**src/rtl/fetch_pkg.sv**
```systemverilog
// Shared types and constants for the instruction fetch stage.
package fetch_pkg;

    localparam int          FIFO_DEPTH = 2;
    localparam logic [31:0] NOP_INSTR  = 32'h0000_0000;

    typedef enum logic [1:0] {
        IDLE    = 2'd0,
        RUN     = 2'd1,
        FLUSHED = 2'd2
    } fetchState_t;

    typedef struct packed {
        logic [31:0] pc;
        logic [31:0] instr;
    } fetchEntry_t;

endpackage

```
**src/rtl/instr_fetch_if.sv**
```systemverilog
// Fetch-stage bus: PC handshake, instruction-memory read port and decode-side output.
interface instr_fetch_if;
    import fetch_pkg::*;

    logic [31:0] pc_in;
    logic        pc_stall;
    logic        imem_req;
    logic [31:0] imem_addr;
    logic [31:0] imem_rdata;
    logic        flush;
    logic        id_ready;
    logic        if_valid;
    logic [31:0] if_instr;
    logic [31:0] if_pc;

    modport master (
        input  pc_in, imem_rdata, flush, id_ready,
        output pc_stall, imem_req, imem_addr, if_valid, if_instr, if_pc
    );

    modport slave (
        output pc_in, imem_rdata, flush, id_ready,
        input  pc_stall, imem_req, imem_addr, if_valid, if_instr, if_pc
    );

endinterface

```
**src/rtl/fetch_fifo.sv**
```systemverilog
// Two-entry buffer of fetched {pc, instr} pairs with synchronous clear.
module fetch_fifo
    import fetch_pkg::*;
#(
    parameter int DEPTH = FIFO_DEPTH
) (
    input  logic        clk,
    input  logic        reset,
    input  logic        clear,
    input  logic        push,
    input  logic        pop,
    input  fetchEntry_t pushData,
    output logic [1:0]  count,
    output fetchEntry_t head
);

    fetchEntry_t mem [2];
    logic        wrPtr;
    logic        rdPtr;

    always_ff @(posedge clk) begin
        if (reset || clear) begin
            wrPtr <= 1'b0;
            rdPtr <= 1'b0;
            count <= 2'd0;
        end else begin
            if (push) wrPtr <= ~wrPtr;
            if (pop)  rdPtr <= ~rdPtr;
            case ({push, pop})
                2'b10:   count <= count + 2'd1;
                2'b01:   count <= count - 2'd1;
                default: count <= count;
            endcase
        end
    end

    always_ff @(posedge clk) begin
        if (push) mem[wrPtr] <= pushData;
    end

    assign head = mem[rdPtr];

    // The issue logic reserves a slot before every read, so these can never fire.
    always_ff @(posedge clk) begin
        if (!reset && !clear) begin
            assert (!(push && count == 2'(DEPTH)));
            assert (!(pop && count == 2'd0));
            assert (count <= 2'(DEPTH));
        end
    end

endmodule

```
**src/rtl/instr_fetch.sv**
```systemverilog
// Instruction fetch: issues one-cycle-latency memory reads and buffers results for decode.
//   state   | meaning
//   IDLE    | first cycle out of reset, nothing issued
//   RUN     | issuing reads whenever a buffer slot is free or being freed
//   FLUSHED | cycle after a flush; PC is loading the branch target, nothing issued
module instr_fetch #(
    parameter int          FIFO_DEPTH = fetch_pkg::FIFO_DEPTH,
    parameter logic [31:0] NOP_INSTR  = fetch_pkg::NOP_INSTR
) (
    input logic           clk,
    input logic           reset,
    instr_fetch_if.master bus
);
    import fetch_pkg::*;

    fetchState_t state;
    fetchState_t nextState;
    logic        inflight;
    logic [31:0] inflightPc;
    logic [1:0]  count;
    fetchEntry_t head;
    fetchEntry_t pushData;
    logic [2:0]  occupancy;
    logic        ifValid;
    logic        pop;
    logic        push;
    logic        issue;

    // Buffered entries plus the read still in flight must fit the buffer.
    assign occupancy = {1'b0, count} + {2'b00, inflight};
    assign ifValid   = !reset && (count != 2'd0);
    assign pop       = ifValid && bus.id_ready;
    assign push      = inflight && !bus.flush && !reset;
    assign issue     = !reset && (state == RUN) && !bus.flush &&
                       ((occupancy < 3'(FIFO_DEPTH)) ||
                        ((occupancy == 3'(FIFO_DEPTH)) && pop));
    assign pushData  = '{pc: inflightPc, instr: bus.imem_rdata};

    fetch_fifo #(
        .DEPTH(FIFO_DEPTH)
    ) fifo (
        .clk     (clk),
        .reset   (reset),
        .clear   (bus.flush),
        .push    (push),
        .pop     (pop),
        .pushData(pushData),
        .count   (count),
        .head    (head)
    );

    always_ff @(posedge clk) begin
        if (reset) begin
            state      <= IDLE;
            inflight   <= 1'b0;
            inflightPc <= 32'd0;
        end else begin
            state    <= nextState;
            inflight <= issue;
            if (issue) inflightPc <= bus.pc_in;
        end
    end

    always_comb begin
        nextState     = state;
        bus.imem_req  = issue;
        bus.imem_addr = bus.pc_in;
        bus.pc_stall  = !issue;
        bus.if_valid  = ifValid;
        bus.if_instr  = NOP_INSTR;
        bus.if_pc     = 32'd0;

        case (state)
            IDLE:    nextState = bus.flush ? FLUSHED : RUN;
            RUN:     nextState = bus.flush ? FLUSHED : RUN;
            FLUSHED: nextState = bus.flush ? FLUSHED : RUN;
            default: nextState = IDLE;
        endcase

        // Let the PC load the branch target on flush; reset holds it regardless.
        if (reset)          bus.pc_stall = 1'b1;
        else if (bus.flush) bus.pc_stall = 1'b0;

        if (ifValid) begin
            bus.if_instr = head.instr;
            bus.if_pc    = head.pc;
        end
    end

endmodule

```
**src/flat_wrapper.sv**
```systemverilog
// flat-port wrapper written by rule: the top's interface ports become plain ports
module instr_fetch_flat import fetch_pkg::*;
#(
    parameter int          FIFO_DEPTH = fetch_pkg::FIFO_DEPTH,
    parameter logic [31:0] NOP_INSTR  = fetch_pkg::NOP_INSTR
)
  (clk, reset, bus_pc_in, bus_imem_rdata, bus_flush, bus_id_ready, bus_pc_stall, bus_imem_req, bus_imem_addr, bus_if_valid, bus_if_instr, bus_if_pc);
  instr_fetch_if bus_i ();
  input logic clk;
  input logic reset;
  input wire logic [$bits(bus_i.pc_in)-1:0] bus_pc_in;
  input wire logic [$bits(bus_i.imem_rdata)-1:0] bus_imem_rdata;
  input wire logic [$bits(bus_i.flush)-1:0] bus_flush;
  input wire logic [$bits(bus_i.id_ready)-1:0] bus_id_ready;
  output wire logic [$bits(bus_i.pc_stall)-1:0] bus_pc_stall;
  output wire logic [$bits(bus_i.imem_req)-1:0] bus_imem_req;
  output wire logic [$bits(bus_i.imem_addr)-1:0] bus_imem_addr;
  output wire logic [$bits(bus_i.if_valid)-1:0] bus_if_valid;
  output wire logic [$bits(bus_i.if_instr)-1:0] bus_if_instr;
  output wire logic [$bits(bus_i.if_pc)-1:0] bus_if_pc;
  assign bus_i.pc_in = bus_pc_in;
  assign bus_i.imem_rdata = bus_imem_rdata;
  assign bus_i.flush = bus_flush;
  assign bus_i.id_ready = bus_id_ready;
  assign bus_pc_stall = bus_i.pc_stall;
  assign bus_imem_req = bus_i.imem_req;
  assign bus_imem_addr = bus_i.imem_addr;
  assign bus_if_valid = bus_i.if_valid;
  assign bus_if_instr = bus_i.if_instr;
  assign bus_if_pc = bus_i.if_pc;
  instr_fetch #(.FIFO_DEPTH(FIFO_DEPTH), .NOP_INSTR(NOP_INSTR)) u_core (.clk(clk), .reset(reset), .bus(bus_i));
endmodule
```
**config.mk**
```make
export PLATFORM = sky130hd
export DESIGN_NAME = instr_fetch_flat
export DESIGN_NICKNAME = d
export VERILOG_FILES = /design/src/rtl/fetch_pkg.sv /design/src/rtl/instr_fetch_if.sv /design/src/rtl/fetch_fifo.sv /design/src/rtl/instr_fetch.sv /design/src/flat_wrapper.sv
export SDC_FILE = /design/constraint.sdc
export NUM_CORES = 1
export LEC_CHECK = 0
export CORE_ASPECT_RATIO = 1.75
export CORE_MARGIN = 4
export CORE_UTILIZATION = 55
export CTS_BUF_LIST = sky130_fd_sc_hd__clkbuf_4
export CTS_CLUSTER_DIAMETER = 150
export DETAILED_ROUTE_END_ITERATION = 10
export GPL_ROUTABILITY_DRIVEN = 0
export PLACE_DENSITY_LB_ADDON = 0.12
export SLEW_MARGIN = 20
export SYNTH_ARGS = -nofsm -noshare
export SYNTH_HDL_FRONTEND = slang
export SYNTH_SLANG_ARGS = --single-unit
export TNS_END_PERCENT = 1
```
**constraint.sdc**
```tcl
create_clock -name clk -period 9.7 [get_ports clk]
set_input_delay 1.455 -clock clk [delete_from_list [all_inputs] [get_ports clk]]
set_output_delay 1.455 -clock clk [all_outputs]
set_load 0.02 [all_outputs]
```
Yosys cells after proc, flatten, opt, wreduce, memory -nomap -nowiden
Memories as Yosys holds them, arrays and structs flattened. A register that Yosys moved wholly into a read port is not among the register bits.
Index checks and enable logic that the tools add are counted.
{"block": "word_totals", "in_bits": 68, "output_inout_bits": 99, "ram_bits": 128, "regBits": 39, "wordCells": 47, "romBits": 0, "memories": 1, "latch_bits": 0}
{"name": "u_core.fifo.mem", "depth": 2, "word_bits": 64, "read_ports": 1, "rd_clocked_by_memory_dff": 1, "wr": 1, "line": "fetch_fifo.sv:17", "source": "fetchEntry_t mem [2];"}
{"block": "op_classes", "div": 0, "mul": 0, "shift": 0, "n_bitwise": 3, "addsub": 3, "order_cmp": 1, "n_reduce_logical": 18, "n_eq_ne": 5, "n_mux": 10}
{"operator": "2-to-1 mux 32 bit", "count": 2}
{"operator": "logical AND 1 bit", "count": 8}
{"operator": "2-to-1 mux 1 bit", "count": 6}
{"operator": "== test 2 x 1 -> 1 bit, second input constant", "count": 2}
{"operator": "== test 2 bit, second input constant", "count": 2}
{"operator": "case mux 2 bit (2 select lines)", "count": 1}
{"operator": "nonzero test 2 bit", "count": 2}
{"operator": "adder 2 x 1 -> 3 bit", "count": 1}
{"operator": "== test 3 x 2 -> 1 bit, second input constant", "count": 1}
{"operator": "logical NOT 1 bit", "count": 3}
{"operator": "less-than comparator 3 x 2 -> 1 bit, second input constant", "count": 1}
{"operator": "NOT 1 bit", "count": 3}
{"operator": "OR reduction 3 bit", "count": 1}
{"operator": "adder 2 x 1 -> 2 bit, second input constant", "count": 1}
{"operator": "logical NOT 2 bit", "count": 1}
{"operator": "logical OR 1 bit", "count": 2}
{"operator": "2-to-1 mux 2 bit", "count": 1}
{"operator": "OR reduction 2 bit", "count": 1}
{"operator": "subtractor 2 x 1 -> 2 bit, second input constant", "count": 1}

Longest topological paths before layout
Gate-level depths: netlist of run 1.
{"block": "depth", "word_depth": 9, "depth_mapped": 7, "ltp_nobuf": 7}

Cells and area by module
A second synthesis of run 1 with hierarchy kept.
{"block": "unflattened", "cells_unflattened": 637, "area_unflattened_um2": 8321.7}
{"module": "fetch_fifo", "area_per_inst_um2": 4799.6, "seq_area_each_um2": 3943.8, "cells_each": 219, "instances": 1}
{"module": "instr_fetch", "area_per_inst_um2": 3522.1, "seq_area_each_um2": 700.7, "cells_each": 418, "instances": 1}

Worst setup path before layout of run 1
No wires, ideal clock.
{"block": "synth_path", "path_kind": "input -> register", "from": "input bus_flush", "to": "memory u_core.fifo.mem[0][0] (netlist bit) (enable)", "n_path_buf": 0, "setup_time_ns": 0.486, "t_required_ns": 9.214, "stages": 3, "arrival_time_ns": 4.364, "path_slack_ns": 4.850, "path_cell_list": "nor2_1 -> nand2_1 -> nor2_1"}
{"block": "synth_via", "elab_chain_cells": 5}
{"element": "start, declared", "line": "flat_wrapper.sv:13", "source": "input wire logic [$bits(bus_i.flush)-1:0] bus_flush;"}
{"element": "logical NOT 1 bit", "line": "instr_fetch.sv:33", "source": "assign push = inflight && !bus.flush && !reset;"}
{"element": "logical AND 1 bit (2 in a row)", "line": "instr_fetch.sv:33"}
{"element": "2-to-1 mux 1 bit", "line": "fetch_fifo.sv:38", "source": "if (push) mem[wrPtr] <= pushData;"}
{"element": "2-to-1 mux 1 bit (not written as such)", "line": "fetch_fifo.sv:38"}
{"element": "end, declared", "line": "fetch_fifo.sv:17"}
No other way between the ends.

Final worst setup path of run 1
{"block": "layout_path", "from": "input reset", "to": "output bus_if_instr[27]"}
{"block": "layout_via", "elab_chain_cells": 3}
{"element": "start, declared", "line": "flat_wrapper.sv:10", "source": "input logic reset;"}
{"element": "logical NOT 1 bit", "line": "instr_fetch.sv:31", "source": "assign ifValid = !reset && (count != 2'd0);"}
{"element": "logical AND 1 bit", "line": "instr_fetch.sv:31"}
{"element": "2-to-1 mux 32 bit", "line": "instr_fetch.sv:84", "source": "if (ifValid) begin"}
{"element": "end, declared", "line": "flat_wrapper.sv:19", "source": "output wire logic [$bits(bus_i.if_instr)-1:0] bus_if_instr;"}
No other way between the ends.

==> impl_metrics.csv, run 1 <==
group,metric,value,unit
clocking,cts_buffer_depth,2,
logic_synthesis,synth_warnings,0,
global_route,grt_overflow,0,
power_and_ir_drop,total_power,1.28,mW
clocking,hold_buffers,0,
worst_hold_path,min_path_type,"reg2reg",
clocking,post_cts_resized,0,
logic_synthesis,yosys.area.top_type_share,0.561,
final_layout,multi_input_area,1850,um^2
logic_synthesis,synthTopCellsByArea,"edfxtp_1, mux2i_1, dfxtp_1, nand2b_1, nor2_1",
final_layout,n_fill_cell,862,
timing,period_share,0.555,
setup_path,cp_slowest_stage_delay,0.60,ns
setup_path,reg2reg_depth,7,
setup_path,crit_chain,"clkdlybuf4s50_1 -> buf_4 -> o21bai_4 -> buf_4 -> nor2_1 -> clkdlybuf4s50_1",
timing,worst_pin_slew,1.09,ns
setup_path,critPathSlowestCell,"clkdlybuf4s50_1",
route,dr.pass1.iters,4,
power_and_ir_drop,p_switching,0.277,mW
clocking,htreeDepth,4,
final_layout,instances_no_fill,795,
floorplanning,num_rows,53,
clocking,clk_pin_slew,0.13,ns
route,wl_per_cell,15.8,um
logic_synthesis,synthCells,484,
timing,hold_violations,0,
worst_hold_path,min-delay-start,"u_core.inflightPc[20]",
floorplanning,dieArea,14400,um^2
logic_synthesis,synth-seq-area-share,0.677,
route,routed_wl,12600,um
timing,max_slew_margin,0.272,
final_layout,nets,689,
setup_path,critPathKind,"in2out",
clocking,post_cts_buffers,0,
setup_path,start_kind,"input pin",
logic_synthesis,syn_area_per_cell,14.2,um^2
power_and_ir_drop,switching_share,0.216,
route,dr_total_vias,3977,
global_route,grt_usage,0.180,
power_and_ir_drop,ir_drop,0.108,mV
clocking,cts_buffers,17,
timing,whs,0.470,ns
power_and_ir_drop,internal-power,1.01,mW
power_and_ir_drop,share_comb_of_total_power,0.060,
worst_hold_path,worst_hold_path.num_cells,0,
timing,slew_violations,0,
floorplanning,ios,167,
setup_path,reg2reg_from,"u_core.fifo.count[0]",
timing,rsz0062_at_grt,"no",
final_layout,layout-drive-gt1-share,0.0684,
global_route,grt_pass1_vias,4256,
power_and_ir_drop,power.leakage,2.74,nW
job,maxCapViolCount,0,
power_and_ir_drop,power.density,147,nW/um^2
timing,fmax,0.186,GHz
timing,clock_skew,0.0193,ns
clocking,cts_tree,"done",
logic_synthesis,yosysTopAreaCell,"edfxtp_1",
place,hpwl,8410,um
logic_synthesis,synth.distinct_cells,27,
timing,period_minus_slack,5.39,ns
floorplanning,start_util,0.565,
setup_path,cp_num_buf_inv,4,
setup_path,cp_top_family,"buffers and inverters",
route,routed_via_density,5.00,
floorplanning,die_y,156,um
setup_path,r2r_end,"u_core.inflightPc[9]",
timing,fin_tns_setup,0,ns
floorplanning,die_w,92.4,um
timing,setup_viol,0,
floorplanning,fp.coreArea,12100,um^2
global_route,grt_pass1_wl,20200,um
route,first_iter_violations,235,
power_and_ir_drop,clkPwrFrac,0.335,
clocking,cts.sinks,168,
route,final_antenna_net_count,0,
logic_synthesis,syn_nets,556,
global_route,grt_max_degree,70,
clocking,insertion_delay,0.52,ns
setup_path,crit_required,8.25,ns
clocking,clockRootBuffer,"clkbuf_4",
setup_path,end_kind,"output pin",
worst_hold_path,hold_end,"u_core.fifo.mem[1][52]",
setup_path,crit_fanout,69,
global_route,antenna_found_initial,1,
place,place_inst,763,
outcome,status,"finished clean",
final_layout,syn_to_final_growth,27.5,%
setup_path,arrival,3.93,ns
setup_path,ff2ff_setup_slack,7.46,ns
logic_synthesis,syn-cell-area,6860,um^2
logic_synthesis,synth_seq_cells,168,
final_layout,fin_util,0.720,
power_and_ir_drop,seqPwrFrac,0.605,
route,drc_errors,0,
final_layout,seqCellArea,4650,um^2
place,port_buffers,166,
==> placed cells by master (no fill, tap or decap), types with 3 or more instances in the layout <==
| master | instances |
|---|---|
| a21oi_1 | 3 |
| buf_4 | 5 |
| bufinv_16 | 3 |
| clkbuf_4 | 17 |
| clkdlybuf4s50_1 | 166 |
| dfxtp_1 | 39 |
| edfxtp_1 | 128 |
| ha_1 | 4 |
| inv_1 | 4 |
| inv_6 | 5 |
| inv_8 | 3 |
| mux2i_1 | 96 |
| nand2b_1 | 64 |
| nor2_1 | 70 |
| xnor2_1 | 3 |
==> final cells by class <==
type	instances	area share
tap	165	0.0236
multi-input combinational	254	0.212
sequential	168	0.532
timing repair buffer	171	0.194
clock inverter	14	0.0215
antenna	1	0.000286
inverter	5	0.00215
clock buffer	17	0.0146
==> power by group through the flow <==
stage / logic [mW] / registers (mW) / clock network [mW]
final: 0.0772 / 0.776 / 0.430
after global routing: 0.0825 / 0.777 / 0.476
after CTS: 0.0780 / 0.776 / 0.441
after detailed placement: 0.0776 / 0.793 / 0
after global placement: 0.0761 / 0.792 / 0
after floorplan: 0.0377 / 0.792 / 0
==> kinds of logic (layout without fill, tap and decap cells) <==
kind of cell / after synthesis / count (layout) / synth area share
compound gates: 8 / 8 / 0.00858
xor+xnor: 4 / 4 / 0.00511
fa+ha+maj: 4 / 4 / 0.00730
buf+inv: 62 / 207 / 0.0558
flops: 168 / 168 / 0.677
mux: 96 / 96 / 0.140
other cells: 0 / 1 / 0
simple gates: 142 / 142 / 0.106
==> per-layer routing <==
| layer | global-route usage | up-vias | wire length [um] | share of wire |
|---|---|---|---|---|
| met5 | 0 | - | 0 | 0 |
| met4 | 0.0659 | 0 | 217 | 0.017 |
| met3 | 0.0487 | 13 | 602 | 0.048 |
| met2 | 0.320 | 130 | 6800 | 0.54 |
| met1 | 0.205 | 1910 | 4930 | 0.39 |
| li1 | - | 1924 | - | - |
==> worst max path at each step <==
stage	startpoint	to	cells after the start
after floorplan	bus_flush	u_core.fifo.mem[0][0]	3
after global placement	reset	bus_if_pc[28]	6
after detailed placement	reset	bus_if_pc[28]	6
after CTS	reset	bus_if_pc[28]	6
after global routing	reset	bus_if_instr[27]	6
final	reset	bus_if_instr[27]	6
==> metrics by stage <==
stage          setup slack [ns]  area, um^2
4_1_cts                    4.29        8740
3_3_place_gp               4.36        8420
2_1_floorplan              4.85        6860
6_report                   4.31        8740
5_1_grt                    4.12        8740
3_5_place_dp               4.29        8420
==> Yosys cell counts <==
master and n:
a211oi_1 1, a21oi_1 3, a21oi_4 1, and2_1 1, and3_1 1, buf_1 3, buf_2 6, buf_4 32
buf_6 3, clkbuf_1 13, dfxtp_1 40, edfxtp_1 128, ha_1 4, inv_1 4, inv_2 1, mux2i_1 96
nand2_1 1, nand2b_1 64, nand3b_1 1, nand4_4 1, nor2_1 71, o21ai_0 1, o21bai_1 2, or2_2 1
or3_1 1, xnor2_1 3, xor2_1 1
==> worst register-to-register path: cells and delay by family (launching register included) <==
| family | cells | cell delay [ns] |
|---|---|---|
| multiplexers | 1 | 0.29 |
| AO/OA/AOI/OAI | 1 | 0.19 |
| AND/OR/NAND/NOR | 1 | 0.12 |
| flip-flops | 1 | 0.52 |
| buffers and inverters | 2 | 0.54 |
| adder cells (fa/ha/maj) | 2 | 0.53 |
==> state kept, by name, indices dropped and copies added (netlist names), named ones only <==
name / flops
u_core.state: 2
u_core.inflightPc: 32
u_core.fifo.mem: 128
u_core.fifo.count: 2
u_core.inflight: 1
u_core.fifo.wrPtr: 1
u_core.fifo.rdPtr: 1
Power figures use the tool's default switching activity.
==> inputs of run 2 (changes only) <==
Settings changed: CORE_UTILIZATION 55 to 46.
Clock period 9.7 ns to 4.8 ns, I/O delays scaled along.
==> impl_metrics.csv, run 2 (synthesized netlist as in run 1, its figures left out) <==
group,metric,value,unit
global_route,grt_pass1_vias,4237,
final_layout,layout_common_cells,"clkdlybuf4s50_1, edfxtp_1, mux2i_1, nor2_1, nand2b_1",
power_and_ir_drop,clkPwrFrac,0.309,
final_layout,seqCellArea,4650,um^2
global_route,grt_overflow,0,
floorplanning,die_y,170,um
power_and_ir_drop,p_switching,0.561,mW
setup_path,r2r_end,"u_core.fifo.count[1]",
clocking,clk_pin_slew,0.13,ns
place,port_buffers,166,
final_layout,instances_no_fill,813,
route,dr_total_vias,3925,
timing,clock_skew,0.0238,ns
timing,worst_pin_slew,0.801,ns
final_layout,reg.largest.list,"u_core.fifo.mem x128, u_core.inflightPc x32",
setup_path,arrival,2.80,ns
power_and_ir_drop,internal-power,1.94,mW
final_layout,syn_to_final_growth,27.8,%
timing,fmax,0.284,GHz
clocking,cts_tree,"done",
job,maxCapViolCount,0,
clocking,hold_buffers,0,
global_route,grt_pass1_wl,20500,um
route,first_iter_violations,135,
setup_path,reg2reg_from,"u_core.fifo.count[0]",
timing,slew_violations,0,
clocking,clockRootBuffer,"clkbuf_4",
clocking,post_cts_buffers,0,
global_route,antenna_found_initial,1,
clocking,htreeDepth,4,
floorplanning,start_util,0.472,
power_and_ir_drop,seqPwrFrac,0.628,
floorplanning,ios,167,
clocking,insertion_delay,0.52,ns
final_layout,largest_reg_flops,128,
timing,period_minus_slack,3.52,ns
global_route,grt_max_degree,69,
timing,rsz0062_at_grt,"no",
timing,setup_viol,0,
final_layout,final_common_cell,"clkdlybuf4s50_1",
worst_hold_path,worst_hold_path.num_cells,0,
floorplanning,fp.coreArea,14500,um^2
global_route,grt_usage,0.156,
clocking,cts.sinks,168,
route,wl_per_cell,15.8,um
final_layout,n_fill_cell,1173,
clocking,post_cts_resized,0,
final_layout,fin_util,0.604,
setup_path,reg2reg_depth,6,
route,routed_via_density,4.83,
floorplanning,die_w,100,um
power_and_ir_drop,power.density,285,nW/um^2
timing,fin_tns_setup,0,ns
power_and_ir_drop,switching_share,0.225,
clocking,cts_buffers,17,
clocking,cts_buffer_depth,2,
timing,hold_violations,0,
route,routed_wl,12900,um
setup_path,end_kind,"output pin",
floorplanning,num_rows,58,
route,final_antenna_net_count,0,
timing,max_slew_margin,0.464,
final_layout,regMostFlops,"u_core.fifo.mem",
route,dr.pass1.iters,4,
floorplanning,dieArea,17000,um^2
worst_hold_path,min_path_type,"reg2reg",
final_layout,multi_input_area,1850,um^2
timing,period_share,0.733,
outcome,status,"finished clean",
final_layout,nets,691,
place,hpwl,8830,um
setup_path,ff2ff_setup_slack,2.42,ns
setup_path,start_kind,"input pin",
setup_path,crit_fanout,31,
worst_hold_path,min-delay-start,"u_core.inflightPc[7]",
place,place_inst,779,
power_and_ir_drop,share_comb_of_total_power,0.063,
worst_hold_path,hold_end,"u_core.fifo.mem[1][39]",
setup_path,crit_required,4.08,ns
setup_path,critPathKind,"in2out",
final_layout,layout-drive-gt1-share,0.0744,
power_and_ir_drop,power.leakage,2.75,nW
route,drc_errors,0,
power_and_ir_drop,ir_drop,0.229,mV
==> run 2: cell count changes in the layout (fill, tap and decap cells not counted), sizes merged <==
| cell | change |
|---|---|
| clkinv | +3 |
| buf | +2 |
| bufinv | -2 |
| clkbuf | +1 |
| inv | -1 |
==> run 2: layout make-up <==
class                           count  area share
Antenna cell                        1    0.000285
Sequential cell                   168       0.530
Timing Repair Buffer              173       0.199
Clock buffer                       18      0.0154
Clock inverter                     14      0.0160
Inverter                            5     0.00214
Tap cell                          180      0.0257
Multi-Input combinational cell    254       0.211
==> run 2: how the worst max path moves through the flow <==
stage	startpoint	to	cells past startpoint
floorplan	bus_flush	u_core.fifo.mem[0][0]	3
detailed placement	reset	bus_imem_req	6
global route	u_core.fifo.count[0]	bus_if_pc[3]	4
global placement	reset	bus_imem_req	6
finish	reset	bus_imem_req	6
CTS	u_core.fifo.count[0]	bus_if_pc[3]	4
==> run 2: critical path, cell delays in order <==
cell and delay (ns):
clkdlybuf4s50_1 0.42, o21bai_4 0.37, inv_2 0.18, nand4_4 0.12, a21oi_4 0.30, clkdlybuf4s50_1 0.67
==> run 2: power by group through the flow <==
| stage | Sequential, mW | Clock, mW | Combinational [mW] |
|---|---|---|---|
| after floorplan | 1.60 | 0 | 0.0761 |
| after global placement | 1.60 | 0 | 0.156 |
| after detailed placement | 1.60 | 0 | 0.158 |
| after CTS | 1.57 | 0.802 | 0.159 |
| after global routing | 1.57 | 0.864 | 0.168 |
| final | 1.57 | 0.771 | 0.157 |
==> run 2: through the flow <==
stage	cell area [um^2]	power [mW]	hold WS, ns	worst slack [ns]
2_1_floorplan	6860	1.68	0.423	0.685
3_3_place_gp	8460	1.76	0.433	1.28
3_5_place_dp	8460	1.76	0.443	1.25
4_1_cts	8740	2.53	0.474	1.18
5_1_grt	8770	2.60	0.483	1.04
6_report	8770	2.50	0.471	1.28
==> run 2: layer usage <==
layer | routed length, um | up-vias | global-route usage
met3 | 649 | 6 | 0.0469
met4 | 79 | 0 | 0.0440
met1 | 4980 | 1870 | 0.171
met5 | 0 | - | 0
li1 | - | 1936 | -
met2 | 7160 | 113 | 0.287
==> inputs of run 3 (changes only) <==
Clock period 4.8 ns to 3.2 ns, I/O delays scaled along.
==> impl_metrics.csv, run 3 (synthesized netlist as in run 1, its figures left out) <==
group,metric,value,unit
outcome,status,"finished clean",
timing,rsz0062_at_grt,"no",
final_layout,syn_to_final_growth,28.2,%
timing,period_share,0.933,
setup_path,cp_slowest_stage_delay,0.62,ns
power_and_ir_drop,p_switching,0.880,mW
power_and_ir_drop,share_comb_of_total_power,0.064,
clocking,post_cts_resized,0,
final_layout,largest_reg_flops,128,
setup_path,critPathKind,"reg2out",
floorplanning,ios,167,
timing,clock_skew,0.0295,ns
power_and_ir_drop,switching_share,0.237,
final_layout,final_common_cell,"clkdlybuf4s50_1",
power_and_ir_drop,clkPwrFrac,0.303,
timing,period_minus_slack,2.99,ns
clocking,post_cts_buffers,0,
floorplanning,die_y,170,um
clocking,clk_pin_slew,0.15,ns
clocking,cts.sinks,168,
clocking,insertion_delay,0.53,ns
global_route,grt_pass1_vias,4429,
global_route,grt_overflow,0,
power_and_ir_drop,ir_drop,0.289,mV
power_and_ir_drop,internal-power,2.84,mW
final_layout,multi_input_area,1850,um^2
route,wl_per_cell,16.1,um
final_layout,n_fill_cell,1187,
power_and_ir_drop,power.leakage,2.76,nW
floorplanning,die_w,100,um
timing,worst_pin_slew,0.511,ns
worst_hold_path,min-delay-start,"u_core.inflightPc[3]",
clocking,cts_tree,"done",
final_layout,layout-drive-gt1-share,0.0816,
route,first_iter_violations,119,
worst_hold_path,min_path_type,"reg2reg",
final_layout,fin_util,0.606,
setup_path,crit_fanout,4,
setup_path,crit_chain,"ha_1 -> inv_1 -> ha_1 -> nand4_4 -> a21oi_4 -> clkdlybuf4s50_1",
setup_path,start_kind,"flop",
final_layout,regMostFlops,"u_core.fifo.mem",
floorplanning,dieArea,17000,um^2
floorplanning,start_util,0.472,
route,routed_via_density,4.88,
power_and_ir_drop,seqPwrFrac,0.633,
timing,setup_viol,0,
setup_path,end_kind,"output pin",
clocking,clockRootBuffer,"clkbuf_4",
clocking,hold_buffers,0,
final_layout,nets,696,
route,routed_wl,13200,um
floorplanning,num_rows,58,
setup_path,crit_required,2.72,ns
final_layout,reg.largest.list,"u_core.fifo.mem x128, u_core.inflightPc x32",
setup_path,arrival,2.51,ns
clocking,cts_buffer_depth,2,
timing,fin_tns_setup,0,ns
route,dr.pass1.iters,4,
setup_path,critPathSlowestCell,"clkdlybuf4s50_1",
clocking,htreeDepth,4,
floorplanning,fp.coreArea,14500,um^2
global_route,grt_pass1_wl,21200,um
route,drc_errors,0,
timing,max_slew_margin,0.660,
global_route,grt_usage,0.161,
timing,hold_violations,0,
setup_path,reg2reg_from,"u_core.fifo.count[0]",
route,dr_total_vias,3989,
timing,fmax,0.335,GHz
place,port_buffers,166,
final_layout,layout_common_cells,"clkdlybuf4s50_1, edfxtp_1, mux2i_1, nor2_1, nand2b_1",
setup_path,cp-startpoint,"u_core.fifo.count[0]",
place,hpwl,9190,um
global_route,grt_max_degree,52,
power_and_ir_drop,power.density,423,nW/um^2
setup_path,cpMostUsedCell,"ha_1",
route,final_antenna_net_count,0,
global_route,antenna_found_initial,1,
timing,slew_violations,0,
final_layout,seqCellArea,4650,um^2
job,maxCapViolCount,0,
clocking,cts_buffers,17,
run 3: changes by cell type in the layout (fill, tap and decap cells not counted):
| cell | previous run | this run |
|---|---|---|
| clkinv_8 | 0 | 1 |
| inv_8 | 2 | 3 |
| clkinv_4 | 3 | 1 |
| clkinvlp_4 | 1 | 2 |
| clkinv_2 | 2 | 1 |
| buf_16 | 1 | 0 |
| buf_12 | 1 | 2 |
| and3_4 | 0 | 1 |
| buf_4 | 5 | 10 |
| bufinv_16 | 1 | 0 |
| inv_6 | 5 | 6 |
| and3_2 | 1 | 0 |
run 3: metal layers:
metal / track usage / up-vias / routed length [um]
met3: 0.0370 / 17 / 641
li1: - / 1946 / -
met2: 0.291 / 124 / 7100
met1: 0.183 / 1902 / 5200
met5: 0 / - / 0
met4: 0.0604 / 0 / 223
run 3: power groups by stage:
stage          registers (mW)  clock network, mW  logic, mW
2_1_floorplan            2.40                  0      0.114
3_3_place_gp             2.40                  0      0.237
3_5_place_dp             2.40                  0      0.241
4_1_cts                  2.35               1.17      0.243
5_1_grt                  2.36               1.25      0.254
6_report                 2.35               1.13      0.238
run 3: area by class of cell:
| type | instances | area share |
|---|---|---|
| Sequential cell | 168 | 0.529 |
| Multi-Input combinational cell | 254 | 0.211 |
| Timing Repair Buffer | 178 | 0.202 |
| Tap cell | 180 | 0.0256 |
| Clock buffer | 18 | 0.0154 |
| Clock inverter | 14 | 0.0149 |
| Inverter | 5 | 0.00213 |
| Antenna cell | 1 | 0.000285 |
run 3: path summary, 6_finish.rpt:
path                            endpoint  slack [ns]  cells after the start
hold reg to reg   u_core.fifo.mem[0][35]        0.47                      0
setup / recovery            bus_imem_req        0.21                      6
hold / removal    u_core.fifo.mem[0][35]        0.47                      0
setup reg to reg    u_core.inflightPc[4]        1.07                      7
run 3: worst max-delay path: cells and delay by family (launching register included):
family                   cells  cell delay [ns]
AO/OA/AOI/OAI                1             0.19
adder cells (fa/ha/maj)      2             0.53
buffers and inverters        2             0.67
flip-flops                   1             0.48
AND/OR/NAND/NOR              1             0.11
run 3: per-stage QoR:
| step | total power [mW] | area [um^2] | worst slack, ns | instances | hold slack, ns |
|---|---|---|---|---|---|
| 2_1_floorplan | 2.52 | 6860 | 0.395 | 484 | 0.423 |
| 3_3_place_gp | 2.64 | 8520 | 0.413 | 785 | 0.433 |
| 3_5_place_dp | 2.64 | 8520 | 0.364 | 785 | 0.441 |
| 4_1_cts | 3.77 | 8790 | 0.142 | 817 | 0.466 |
| 5_1_grt | 3.86 | 8790 | 0.0693 | 818 | 0.448 |
| 6_report | 3.72 | 8790 | 0.215 | 818 | 0.466 |
